==> src/rtl/led_pattern_driver.sv <==
// led_pattern_driver: debounces a raw push-button into a press pulse that
// cycles the LED mode (OFF, ON, ALT blink, FADE PWM) and drives two LEDs.
module led_pattern_driver #(
  parameter int TICK_DIV   = 6000000,
  parameter int DEB_CYCLES = 120000,
  parameter int PWM_BITS   = 4
) (
  input  logic       clk,
  input  logic       rstn,
  input  logic       btn,
  output logic       led0,
  output logic       led1,
  output logic [1:0] mode
);

  localparam int DIV_W = $clog2(TICK_DIV);
  localparam int DEB_W = $clog2(DEB_CYCLES);
  localparam logic [DIV_W-1:0]    DIV_LAST = DIV_W'(TICK_DIV - 1);
  localparam logic [DEB_W-1:0]    DEB_LAST = DEB_W'(DEB_CYCLES - 1);
  localparam logic [PWM_BITS-1:0] DUTY_MAX = '1;

  localparam logic [1:0] M_OFF  = 2'd0;
  localparam logic [1:0] M_ON   = 2'd1;
  localparam logic [1:0] M_ALT  = 2'd2;
  localparam logic [1:0] M_FADE = 2'd3;

  logic                sync1_q, sync2_q;
  logic                stable_q, stable_d, stable_prev_q;
  logic [DEB_W-1:0]    deb_cnt_q, deb_cnt_d;
  logic [DIV_W-1:0]    div_q, div_d;
  logic                tick, press;
  logic [1:0]          mode_q, mode_d;
  logic                phase_q, phase_d;
  logic [PWM_BITS-1:0] duty_q, duty_d;
  logic [PWM_BITS-1:0] pwm_q, pwm_d;
  logic                dir_q, dir_d;   // 0 = duty counting up, 1 = down
  logic                led0_q, led0_d, led1_q, led1_d;

  // Debounce: accept a new level only after DEB_CYCLES consecutive mismatches.
  always_comb begin
    stable_d  = stable_q;
    deb_cnt_d = deb_cnt_q;
    if (sync2_q == stable_q) begin
      deb_cnt_d = '0;
    end else if (deb_cnt_q == DEB_LAST) begin
      stable_d  = sync2_q;
      deb_cnt_d = '0;
    end else begin
      deb_cnt_d = deb_cnt_q + 1'b1;
    end
  end

  // Two-flop synchroniser, debounced level and its one-cycle history.
  always_ff @(posedge clk or negedge rstn) begin
    if (!rstn) begin
      sync1_q       <= 1'b0;
      sync2_q       <= 1'b0;
      stable_q      <= 1'b0;
      stable_prev_q <= 1'b0;
      deb_cnt_q     <= '0;
    end else begin
      sync1_q       <= btn;
      sync2_q       <= sync1_q;
      stable_q      <= stable_d;
      stable_prev_q <= stable_q;
      deb_cnt_q     <= deb_cnt_d;
    end
  end

  // Press fires in the cycle after the debounced level rises; release is ignored.
  assign press = stable_q & ~stable_prev_q;

  // Free-running prescaler; tick marks the cycle whose edge wraps it to 0.
  assign tick  = (div_q == DIV_LAST);
  assign div_d = tick ? '0 : div_q + 1'b1;

  // Prescaler register, independent of the mode.
  always_ff @(posedge clk or negedge rstn) begin
    if (!rstn) div_q <= '0;
    else       div_q <= div_d;
  end

  // Mode sequencing and per-mode step state; a mode change overrides a tick.
  always_comb begin
    mode_d  = mode_q;
    phase_d = phase_q;
    duty_d  = duty_q;
    dir_d   = dir_q;
    pwm_d   = pwm_q;
    if (press) begin
      mode_d  = mode_q + 2'd1;
      phase_d = 1'b0;
      duty_d  = '0;
      dir_d   = 1'b0;
      pwm_d   = '0;
    end else begin
      if (mode_q == M_ALT && tick) phase_d = ~phase_q;
      if (mode_q == M_FADE) begin
        pwm_d = pwm_q + 1'b1;
        if (tick) begin
          // Duty bounces off both ends instead of wrapping.
          if (!dir_q) begin
            if (duty_q == DUTY_MAX) begin
              dir_d  = 1'b1;
              duty_d = duty_q - 1'b1;
            end else begin
              duty_d = duty_q + 1'b1;
            end
          end else begin
            if (duty_q == '0) begin
              dir_d  = 1'b0;
              duty_d = duty_q + 1'b1;
            end else begin
              duty_d = duty_q - 1'b1;
            end
          end
        end
      end
    end
  end

  // Mode FSM and pattern state registers.
  always_ff @(posedge clk or negedge rstn) begin
    if (!rstn) begin
      mode_q  <= M_OFF;
      phase_q <= 1'b0;
      duty_q  <= '0;
      dir_q   <= 1'b0;
      pwm_q   <= '0;
    end else begin
      mode_q  <= mode_d;
      phase_q <= phase_d;
      duty_q  <= duty_d;
      dir_q   <= dir_d;
      pwm_q   <= pwm_d;
    end
  end

  // LED pattern decode from the current mode and step state.
  always_comb begin
    led0_d = 1'b0;
    led1_d = 1'b0;
    case (mode_q)
      M_OFF: begin
        led0_d = 1'b0;
        led1_d = 1'b0;
      end
      M_ON: begin
        led0_d = 1'b1;
        led1_d = 1'b1;
      end
      M_ALT: begin
        led0_d = phase_q;
        led1_d = ~phase_q;
      end
      default: begin
        led0_d = (pwm_q < duty_q);
        led1_d = (pwm_q < (DUTY_MAX - duty_q));
      end
    endcase
  end

  // Registered LED drive so the pins are glitch-free.
  always_ff @(posedge clk or negedge rstn) begin
    if (!rstn) begin
      led0_q <= 1'b0;
      led1_q <= 1'b0;
    end else begin
      led0_q <= led0_d;
      led1_q <= led1_d;
    end
  end

  assign led0 = led0_q;
  assign led1 = led1_q;
  assign mode = mode_q;

endmodule
==> config.mk <==
export PLATFORM = sky130hd
export DESIGN_NAME = led_pattern_driver
export DESIGN_NICKNAME = d
export VERILOG_FILES = /design/src/rtl/led_pattern_driver.sv
export SDC_FILE = /design/constraint.sdc
export NUM_CORES = 1
export LEC_CHECK = 0
export CORE_MARGIN = 2
export CORE_UTILIZATION = 58
export DETAILED_ROUTE_END_ITERATION = 7
export PLACE_DENSITY = 0.78
export SETUP_SLACK_MARGIN = 0.3
export SLEW_MARGIN = 20
export SYNTH_ARGS = -nofsm -noshare
export SYNTH_HDL_FRONTEND = slang
export SYNTH_SLANG_ARGS = --single-unit
==> constraint.sdc <==
create_clock -name clk -period 2.4 [get_ports clk]
set_clock_uncertainty 0.2 [all_clocks]
set_input_delay 0.24 -clock clk [delete_from_list [all_inputs] [get_ports clk]]
set_output_delay 0.24 -clock clk [all_outputs]
set_load 0.005 [all_outputs]
==> results of run 1 <==
## stage by stage
| step | total power, mW | util (%) | hold WS [ns] | setup WS [ns] |
|---|---|---|---|---|
| after floorplan | 1.02 | - | -0.256 | 0.353 |
| after global placement | 1.05 | 63.8 | 0.0862 | 0.288 |
| after detailed placement | 1.05 | 63.8 | 0.0913 | 0.252 |
| after CTS | 2.10 | 70.2 | 0.139 | 0.273 |
| after global routing | 2.16 | 70.9 | 0.158 | 0.236 |
| final | 2.09 | 70.9 | 0.147 | 0.304 |
## flip-flops by register name, summed over array words and instances, names as in the netlist, 2 cells and up
register	count
deb_cnt_q	17
div_q	23
duty_q	4
mode	2
pwm_q	4
## routing by layer
metal  track usage, %  share of wire (%)  wire length [um]
met1             28.6                 46              2560
met2             35.1                 48              2640
met3             4.55                3.2               175
met4             10.9                2.6               142
met5                0                  0                 0
## logic make-up after synthesis
family                   count (synthesis)  synth area share [%]
AND/OR/NAND/NOR                        122                  22.2
adder cells (fa/ha/maj)                 14                  5.97
XOR/XNOR                                37                  11.0
multiplexers                             7                  2.51
AO/OA/AOI/OAI                           29                  5.71
buffers and inverters                   17                  3.11
flip-flops                              58                  49.4
## final timing paths
| kind | from | to | slack [ns] | cells after the start |
|---|---|---|---|---|
| hold / removal | btn | sync1_q | 0.15 | 1 |
| setup reg to reg | div_q[12] | dir_q | 0.30 | 6 |
| setup / recovery | div_q[12] | dir_q | 0.30 | 6 |
| min in group asynchronous | rstn | pwm_q[0] | 0.25 | 2 |
| max in group asynchronous | rstn | div_q[13] | 1.17 | 3 |
| hold reg to reg | sync1_q | sync2_q | 0.15 | 0 |
## cells in the mapped netlist (all sizes together)
library cell / number / area (um2)
a211oi: 1 / 7.51
a21o: 4 / 31.3
a21oi: 9 / 45.0
a2bb2oi: 1 / 8.76
and2: 2 / 15.0
and2b: 1 / 7.51
and3: 8 / 50.1
and4: 3 / 26.3
buf: 4 / 42.5
clkbuf: 2 / 7.51
dfrtp: 58 / 1450
ha: 14 / 175
inv: 11 / 41.3
mux2: 3 / 33.8
mux2i: 4 / 40.0
nand2: 14 / 52.6
nand2b: 4 / 25.0
nand3: 24 / 133
nand3b: 1 / 7.51
nand4: 12 / 75.1
nand4b: 1 / 8.76
nor2: 38 / 143
nor2b: 1 / 6.26
nor3: 3 / 15.0
nor4: 5 / 46.3
nor4bb: 1 / 10.0
o21a: 1 / 7.51
o21ai: 12 / 60.1
o21bai: 1 / 7.51
or2: 1 / 6.26
or3: 1 / 6.26
or3b: 1 / 8.76
or4: 1 / 11.3
xnor2: 14 / 123
xor2: 23 / 201
## what timing repair did
action                                  4_1_cts  5_1_grt
hold endpoints to repair                     26        0
pin swaps                                     2        3
setup buffers                                 5        4
hold buffers                                  1        0
endpoints found under the setup margin        4       20
resized for setup                             2        3
## power by group
| group | leakage, nW | internal [mW] | switching [mW] |
|---|---|---|---|
| combinational | 0.685 | 0.0119 | 0.0275 |
| clock | 0.119 | 0.668 | 0.391 |
| sequential | 0.787 | 0.983 | 0.00497 |
| total | 1.59 | 1.66 | 0.423 |
## critical path: stages (launching register included)
cell,delay [ns]
dfrtp_1,0.38
or4_4,0.54
nor4_4,0.21
buf_4,0.17
nand3_4,0.11
mux2_4,0.34
nor2_2,0.08
## area by class of cell
cell class | instances | area, um2
timing repair buffer | 21 | 195
sequential | 58 | 1450
fill | 357 | 1400
tap | 67 | 83.8
multi-input combinational | 209 | 1410
clock inverter | 4 | 72.6
inverter | 11 | 41.3
clock buffer | 12 | 165
==> reports/metrics.cfg, run 1 <==
[run_status]
status = completed

[finish]
layoutNonFillerInstCount = 382
nets = 327
drive_above_1_share_pct = 14.0
final_common_cell = dfrtp_1
syn_to_final_growth_pct = 16.3
diodes = 0
fin_area_um2 = 3420
mostFrequentLayoutCells = dfrtp_1 (57), nor2_1 (37), xor2_1 (23), nand3_1 (23)

[floorplanning]
start_util_pct = 61.0
core_area_um2 = 4820
dieArea_um2 = 5650
io_pins = 7
die-width_um = 75.2
die_y_um = 75.2
rows = 25

[drt]
routedWlPerCell_um = 14.4
vias_per_cell = 5.46
ant_nets = 0
drc = 0
finalWirelength_um = 5510
num_vias = 2086
drt_first_pass_iters = 4
drt_iter0_drc = 126

[timing]
finalHoldViolCount = 0
grt_setup_unrepaired = true
max_slew.worst_pin.slew_ns = 0.616
max_freq_ghz = 0.477
fin_crit_sh_pct = 87.3
setup_viol = 0
layout_min_cycle_time_ns = 2.10
maxSlewViolCount = 0
relSlewSlack_pct = 58.9
setup_tns_ns = 0

[cts]
h-tree-depth = 3
cts-root-buf = clkbuf_8
cts_inserted_buffers = 9
clock_latency_ns = 0.34
cts_tree = yes
cts.sinks = 58
clk_path_buf_depth = 2
path_clk_slew_ns = 0.07

[setup_path]
worst_setup_path_start_kind = register
arrival_ns = 2.17
worstPathMaxFanout = 6
cp.required_ns = 2.47
end_kind = register
crit_type = reg -> reg

[grt]
antenna_found_initial = 0
overflow = 0
grt_pass1_wl_um = 9220
grt_usage_pct = 22.0
grt_max_degree = 33
grt_pass1_vias = 2031

[yosys]
ys.warnings.count = 0
ys_ff_latch = 58
netlist_area_um2 = 2940
yosysUniqueCellTypes = 42
syn_nets = 301
syn_inst = 284
synth.avg_cell_area_um2 = 10.3
seq_area_frac_synth_pct = 49.4

[pwr]
p_leak_nw = 1.59
ir_worst_vdd_uv = 545
pwr_density_cell_nw_per_um2 = 611

[placement]
hpwl_um = 3430
port-buffer-count = 6
postPlaceCellArea_um2 = 3080
place.gp.congestion = 0.832
dp.cells = 356

[hold_path]
worstHoldPathType = in -> reg

[run]
cap_violations = 0

No activity file was read; power rests on OpenSTA's default activity.
==> run 2: changes to the inputs <==
--- a/config.mk
+++ b/config.mk
@@ -6,7 +6,7 @@
 export NUM_CORES = 1
 export LEC_CHECK = 0
 export CORE_MARGIN = 2
-export CORE_UTILIZATION = 58
+export CORE_UTILIZATION = 55
 export DETAILED_ROUTE_END_ITERATION = 7
 export PLACE_DENSITY = 0.78
 export SETUP_SLACK_MARGIN = 0.3
==> constraint.sdc (replaced) <==
create_clock -name clk -period 1.9 [get_ports clk]
set_clock_uncertainty 0.2 [all_clocks]
set_input_delay 0.19 -clock clk [delete_from_list [all_inputs] [get_ports clk]]
set_output_delay 0.19 -clock clk [all_outputs]
set_load 0.005 [all_outputs]
==> run 2 against run 1 <==
- the flow now finishes with violations (setup timing)
- via count increased by 13%
- die area increased by 5.2%
- total power increased by 14%
- cell area increased by 14%
==> reports/metrics.cfg, run 2 (synthesis gave the netlist of run 1 again) <==
[drt]
ant_nets = 0  ; unchanged
drc = 0  ; unchanged
finalWirelength_um = 7030  ; was 5510 um
drt_first_pass_iters = 5  ; was 4
routedWlPerCell_um = 16.9  ; was 14.4 um
drt_iter0_drc = 253  ; was 126
num_vias = 2356  ; was 2086
vias_per_cell = 5.66  ; was 5.46

[finish]
mostFrequentLayoutCells = dfrtp_1 (57), buf_4 (36), nor2_1 (28), xor2_1 (22), nand3_1 (19)  ; was dfrtp_1 (57), nor2_1 (37), xor2_1 (23), nand3_1 (23)
regMostFlops = div_q  ; unchanged
final_common_cell = dfrtp_1  ; unchanged
drive_above_1_share_pct = 32.7  ; was 14.0%
syn_to_final_growth_pct = 32.5  ; was 16.3%
fill_cells = 331  ; was 357
diodes = 0  ; unchanged
nets = 358  ; was 327
layoutNonFillerInstCount = 416  ; was 382
largest_reg_flops = 23  ; unchanged
top_regs = div_q (23), deb_cnt_q (17)  ; unchanged

[placement]
place.gp.congestion = 0.814  ; was 0.832
port-buffer-count = 6  ; unchanged
hpwl_um = 3610  ; was 3430 um
dp.cells = 373  ; was 356

[cts]
path_clk_slew_ns = 0.06  ; was 0.07 ns
clk_path_buf_depth = 2  ; unchanged
h-tree-depth = 3  ; unchanged
cts_inserted_buffers = 9  ; unchanged
clock_latency_ns = 0.33  ; was 0.34 ns
cts_tree = yes  ; unchanged
cts-root-buf = clkbuf_8  ; unchanged
cts.sinks = 58  ; unchanged

[timing]
setup_tns_ns = -2.58  ; was 0 ns
relSlewSlack_pct = 65.4  ; was 58.9%
layout_min_cycle_time_ns = 2.08  ; was 2.10 ns
fin_ws_ns = -0.182  ; was 0.304 ns
finalHoldViolCount = 0  ; unchanged
maxSlewViolCount = 0  ; unchanged
grt_setup_unrepaired = true  ; unchanged
max_slew.worst_pin.slew_ns = 0.520  ; was 0.616 ns
setup_viol = 20  ; was 0
fin_crit_sh_pct = 110  ; was 87.3%
max_freq_ghz = 0.480  ; was 0.477 GHz
hold-worst-slack_ns = 0.0992  ; was 0.147 ns

[grt]
antenna_found_initial = 0  ; unchanged
grt_pass1_vias = 2285  ; was 2031
overflow = 0  ; unchanged
grt_usage_pct = 23.8  ; was 22.0%
grt_max_degree = 59  ; was 33
grt_pass1_wl_um = 11200  ; was 9220 um

[run_status]
status = finished with violations  ; was completed
violations = setup timing

[pwr]
pwr_density_cell_nw_per_um2 = 612  ; was 611 nW/um2
p_leak_nw = 1.80  ; was 1.59 nW
finalPower_mw = 2.38  ; was 2.09 mW
ir_worst_vdd_uv = 473  ; was 545 uV

[hold_path]
worstHoldPathType = in -> reg  ; unchanged

[floorplanning]
io_pins = 7  ; unchanged
start_util_pct = 57.1  ; was 61.0%
die_y_um = 77.1  ; was 75.2 um
rows = 26  ; was 25
die-width_um = 77.1  ; was 75.2 um
dieArea_um2 = 5940  ; was 5650 um2
core_area_um2 = 5140  ; was 4820 um2

[setup_path]
arrival_ns = 2.09  ; was 2.17 ns
cp.required_ns = 1.90  ; was 2.47 ns
end_kind = register  ; unchanged
worst_setup_path_start_kind = register  ; unchanged
crit_type = reg -> reg  ; unchanged
worstPathMaxFanout = 6  ; unchanged

[run]
cap_violations = 0  ; unchanged

run 2: cell count changes in the layout (fill, tap and decap cells not counted), moves of 5 or more:
cell,previous run,this run
buf_6,0,5
nor2_4,0,6
and3_1,8,3
buf_4,12,36
and3_4,0,5
nor2_1,37,28
run 2: power breakdown:
part | leakage [nW] | internal, mW | total (mW) | switching, mW
sequential | 0.788 | 1.24 | 1.25 | 0.00644
clock | 0.0965 | 0.577 | 1.06 | 0.483
combinational | 0.914 | 0.0258 | 0.0710 | 0.0452
total | 1.80 | 1.85 | 2.38 | 0.534
run 2: area by class of cell:
cell class	instances	area [um2]	share of cell area, %
Sequential cell	58	1450	37.3
Tap cell	70	87.6	2.25
Clock inverter	2	10.0	0.257
Timing Repair Buffer	50	429	11.0
Multi-Input combinational cell	211	1700	43.6
Inverter	11	41.3	1.06
Clock buffer	14	173	4.44
run 2: routing by layer:
metal	wire (um)	GRT usage [%]	up-vias
li1	-	-	1096
met1	3070	31.7	1169
met2	3510	38.8	72
met3	276	5.29	19
met4	177	8.39	0
met5	0	0	-
run 2: timing repair:
item / in CTS / in global routing
hold endpoints to repair: 58 / 0
resized for setup: 37 / 22
pin swaps: 25 / 12
cloned: 2 / 0
hold buffers: 1 / 0
setup endpoints to repair: 47 / 48
buffers inserted: 17 / 7
run 2: through the flow:
step / area [um2] / setup WS (ns) / util, %
after global placement: 3250 / -0.138 / 63.2
after global routing: 3890 / -0.268 / 75.7
after floorplan: 3010 / -0.147 / -
after detailed placement: 3250 / -0.174 / 63.2
after CTS: 3750 / -0.193 / 73.0
final: 3890 / -0.182 / 75.7
run 2: critical path, cell delays in order (launching register included):
cell and delay (ns):
dfrtp_1 0.38, or4_4 0.55, nor4_4 0.33, nand2_1 0.25, nand3_1 0.15, o21ai_0 0.10
run 2: worst paths after layout:
path | start | endpoint | slack (ns) | cells past startpoint
setup / recovery | div_q[12] | div_q[17] | -0.18 | 5
hold / removal | btn | sync1_q | 0.1 | 1
setup reg to reg | div_q[12] | div_q[17] | -0.18 | 5
hold reg to reg | sync1_q | sync2_q | 0.15 | 0
max in group asynchronous | rstn | deb_cnt_q[0] | 1.04 | 3
min in group asynchronous | rstn | deb_cnt_q[12] | 0.18 | 3
==> run 3: changes to the inputs <==
--- a/config.mk
+++ b/config.mk
@@ -6,10 +6,10 @@
 export NUM_CORES = 1
 export LEC_CHECK = 0
 export CORE_MARGIN = 2
-export CORE_UTILIZATION = 55
+export CORE_UTILIZATION = 40
 export DETAILED_ROUTE_END_ITERATION = 7
-export PLACE_DENSITY = 0.78
-export SETUP_SLACK_MARGIN = 0.3
+export PLACE_DENSITY = 0.61
+export SETUP_SLACK_MARGIN = 0.02
 export SLEW_MARGIN = 20
 export SYNTH_ARGS = -nofsm -noshare
 export SYNTH_HDL_FRONTEND = slang
==> run 3 against run 2 <==
- the run still ends with setup timing left
- total power fell by 2.4%
- clock power fell by 4%
- non-clock buffer count fell by 14
- sequential share of layout area rose by 2.6 points
- final cell count rose by 3.1%
- first-iteration DRC count fell by 55%
- global-route usage fell by 8.8 points
- clock-buffer cell count fell by 4
- wire length fell by 24%
- sequential power barely moved
- critical path type unchanged
==> reports/metrics.cfg, run 3 (synthesis gave the netlist of run 1 again) <==
[run_status]
status = finished with violations  ; unchanged
violations = setup timing  ; unchanged

[finish]
fill_cells = 649  ; was 331
nets = 342  ; was 358
syn_to_final_growth_pct = 23.6  ; was 32.5%
mostFrequentLayoutCells = dfrtp_1 (58), nor2_1 (30), buf_4 (24), xor2_1 (23), nand3_1 (18)  ; was dfrtp_1 (57), buf_4 (36), nor2_1 (28), xor2_1 (22), nand3_1 (19)
multi_input_area_um2 = 1510  ; was 1700 um2
largest_reg_flops = 23  ; unchanged
seq_area_um2 = 1450  ; about the same
layoutNonFillerInstCount = 429  ; was 416
final_common_cell = dfrtp_1  ; unchanged
fin_area_um2 = 3630  ; was 3890 um2
regMostFlops = div_q  ; unchanged
diodes = 0  ; unchanged
drive_above_1_share_pct = 22.7  ; was 32.7%
top_regs = div_q (23), deb_cnt_q (17)  ; unchanged

[drt]
drt_first_pass_iters = 4  ; was 5
vias_per_cell = 4.92  ; was 5.66
drt_iter0_drc = 114  ; was 253
routedWlPerCell_um = 12.4  ; was 16.9 um
finalWirelength_um = 5340  ; was 7030 um
num_vias = 2109  ; was 2356
drc = 0  ; unchanged
ant_nets = 0  ; unchanged

[grt]
antenna_found_initial = 0  ; unchanged
grt_pass1_wl_um = 9200  ; was 11200 um
grt_pass1_vias = 2050  ; was 2285
grt_usage_pct = 15.1  ; was 23.8%
grt_max_degree = 59  ; unchanged
overflow = 0  ; unchanged

[floorplanning]
io_pins = 7  ; unchanged
die_y_um = 89.7  ; was 77.1 um
core_area_um2 = 7180  ; was 5140 um2
dieArea_um2 = 8040  ; was 5940 um2
start_util_pct = 40.9  ; was 57.1%
die-width_um = 89.7  ; was 77.1 um
rows = 31  ; was 26

[placement]
port-buffer-count = 6  ; unchanged
postPlaceCellArea_um2 = 3280  ; was 3250 um2
place.gp.congestion = 0.762  ; was 0.814
dp.cells = 406  ; was 373
hpwl_um = 3560  ; was 3610 um

[setup_path]
rr_startpoint = div_q[12]  ; unchanged
worstPathMaxFanout = 6  ; unchanged
worst_setup_path_start_kind = register  ; unchanged
crit_start = div_q[12]  ; unchanged
end_kind = register  ; unchanged
crit_type = reg -> reg  ; unchanged
cp.required_ns = 1.97  ; was 1.90 ns
arrival_ns = 2.19  ; was 2.09 ns

[timing]
finalHoldViolCount = 0  ; unchanged
fin_crit_sh_pct = 111  ; was 110%
layout_min_cycle_time_ns = 2.12  ; was 2.08 ns
grt_setup_unrepaired = true  ; unchanged
max_freq_ghz = 0.472  ; was 0.480 GHz
fin_ws_ns = -0.217  ; was -0.182 ns
max_slew.worst_pin.slew_ns = 0.460  ; was 0.520 ns
setup_viol = 19  ; was 20
setup_tns_ns = -2.33  ; was -2.58 ns
relSlewSlack_pct = 69.3  ; was 65.4%
hold-worst-slack_ns = 0.0919  ; was 0.0992 ns
maxSlewViolCount = 0  ; unchanged

[hold_path]
min_from = btn  ; unchanged
worstHoldPathType = in -> reg  ; unchanged

[cts]
cts_tree = yes  ; unchanged
clk_path_buf_depth = 2  ; unchanged
path_clk_slew_ns = 0.07  ; was 0.06 ns
h-tree-depth = 3  ; unchanged
clock_latency_ns = 0.34  ; was 0.33 ns
cts.sinks = 58  ; unchanged
cts_inserted_buffers = 9  ; unchanged
cts-root-buf = clkbuf_8  ; unchanged

[pwr]
p_leak_nw = 1.65  ; was 1.80 nW
pwr_density_cell_nw_per_um2 = 640  ; was 612 nW/um2
ir_worst_vdd_uv = 380  ; was 473 uV
finalPower_mw = 2.32  ; was 2.38 mW

[run]
cap_violations = 0  ; unchanged

==> run 3: where the power goes <==
group          internal [mW]  switching (mW)
clock                  0.507           0.511
sequential              1.24         0.00563
combinational         0.0207          0.0371
==> run 3: per-stage QoR <==
step	utilization (%)	setup WS, ns
CTS	49.3	-0.193
global route	50.6	-0.286
detailed placement	45.7	-0.205
floorplan	-	-0.147
global placement	45.7	-0.168
finish	50.6	-0.217
==> run 3: path summary, 6_finish.rpt <==
kind | slack (ns) | end | cells past startpoint
worst max register to register | -0.22 | dir_q | 5
worst min-delay path | 0.09 | sync1_q | 1
worst max-delay path | -0.22 | dir_q | 5
max in group asynchronous | 1.07 | deb_cnt_q[3] | 3
min in group asynchronous | 0.18 | duty_q[0] | 3
worst min register to register | 0.16 | sync2_q | 0
==> run 3: area by class of cell <==
cell class | instances | area share, %
clock buffer | 10 | 3.79
clock inverter | 6 | 1.14
inverter | 11 | 1.14
multi-input combinational | 209 | 41.5
sequential | 58 | 40.0
tap | 99 | 3.41
timing repair buffer | 36 | 9.03
==> run 3: worst max-delay path, stage by stage (launching register included) <==
cell	delay [ns]
dfrtp_1	0.37
or4_4	0.55
nor4_4	0.36
nand3_4	0.17
mux2_4	0.33
nor2_1	0.08
==> run 3: repair_timing <==
item                       4_1_cts  5_1_grt
setup endpoints to repair       20       38
buffers inserted                 2        4
hold buffers                     1        0
hold endpoints to repair        58        0
pin swaps                       11        7
resized for setup               16       19
==> run 3: metal layers <==
metal | wire length, um | vias up | global-route usage (%)
met1 | 2620 | 1022 | 20.0
met2 | 2510 | 13 | 23.2
li1 | - | 1063 | -
met3 | 81 | 11 | 3.02
met5 | 0 | - | 0
met4 | 119 | 0 | 8.14
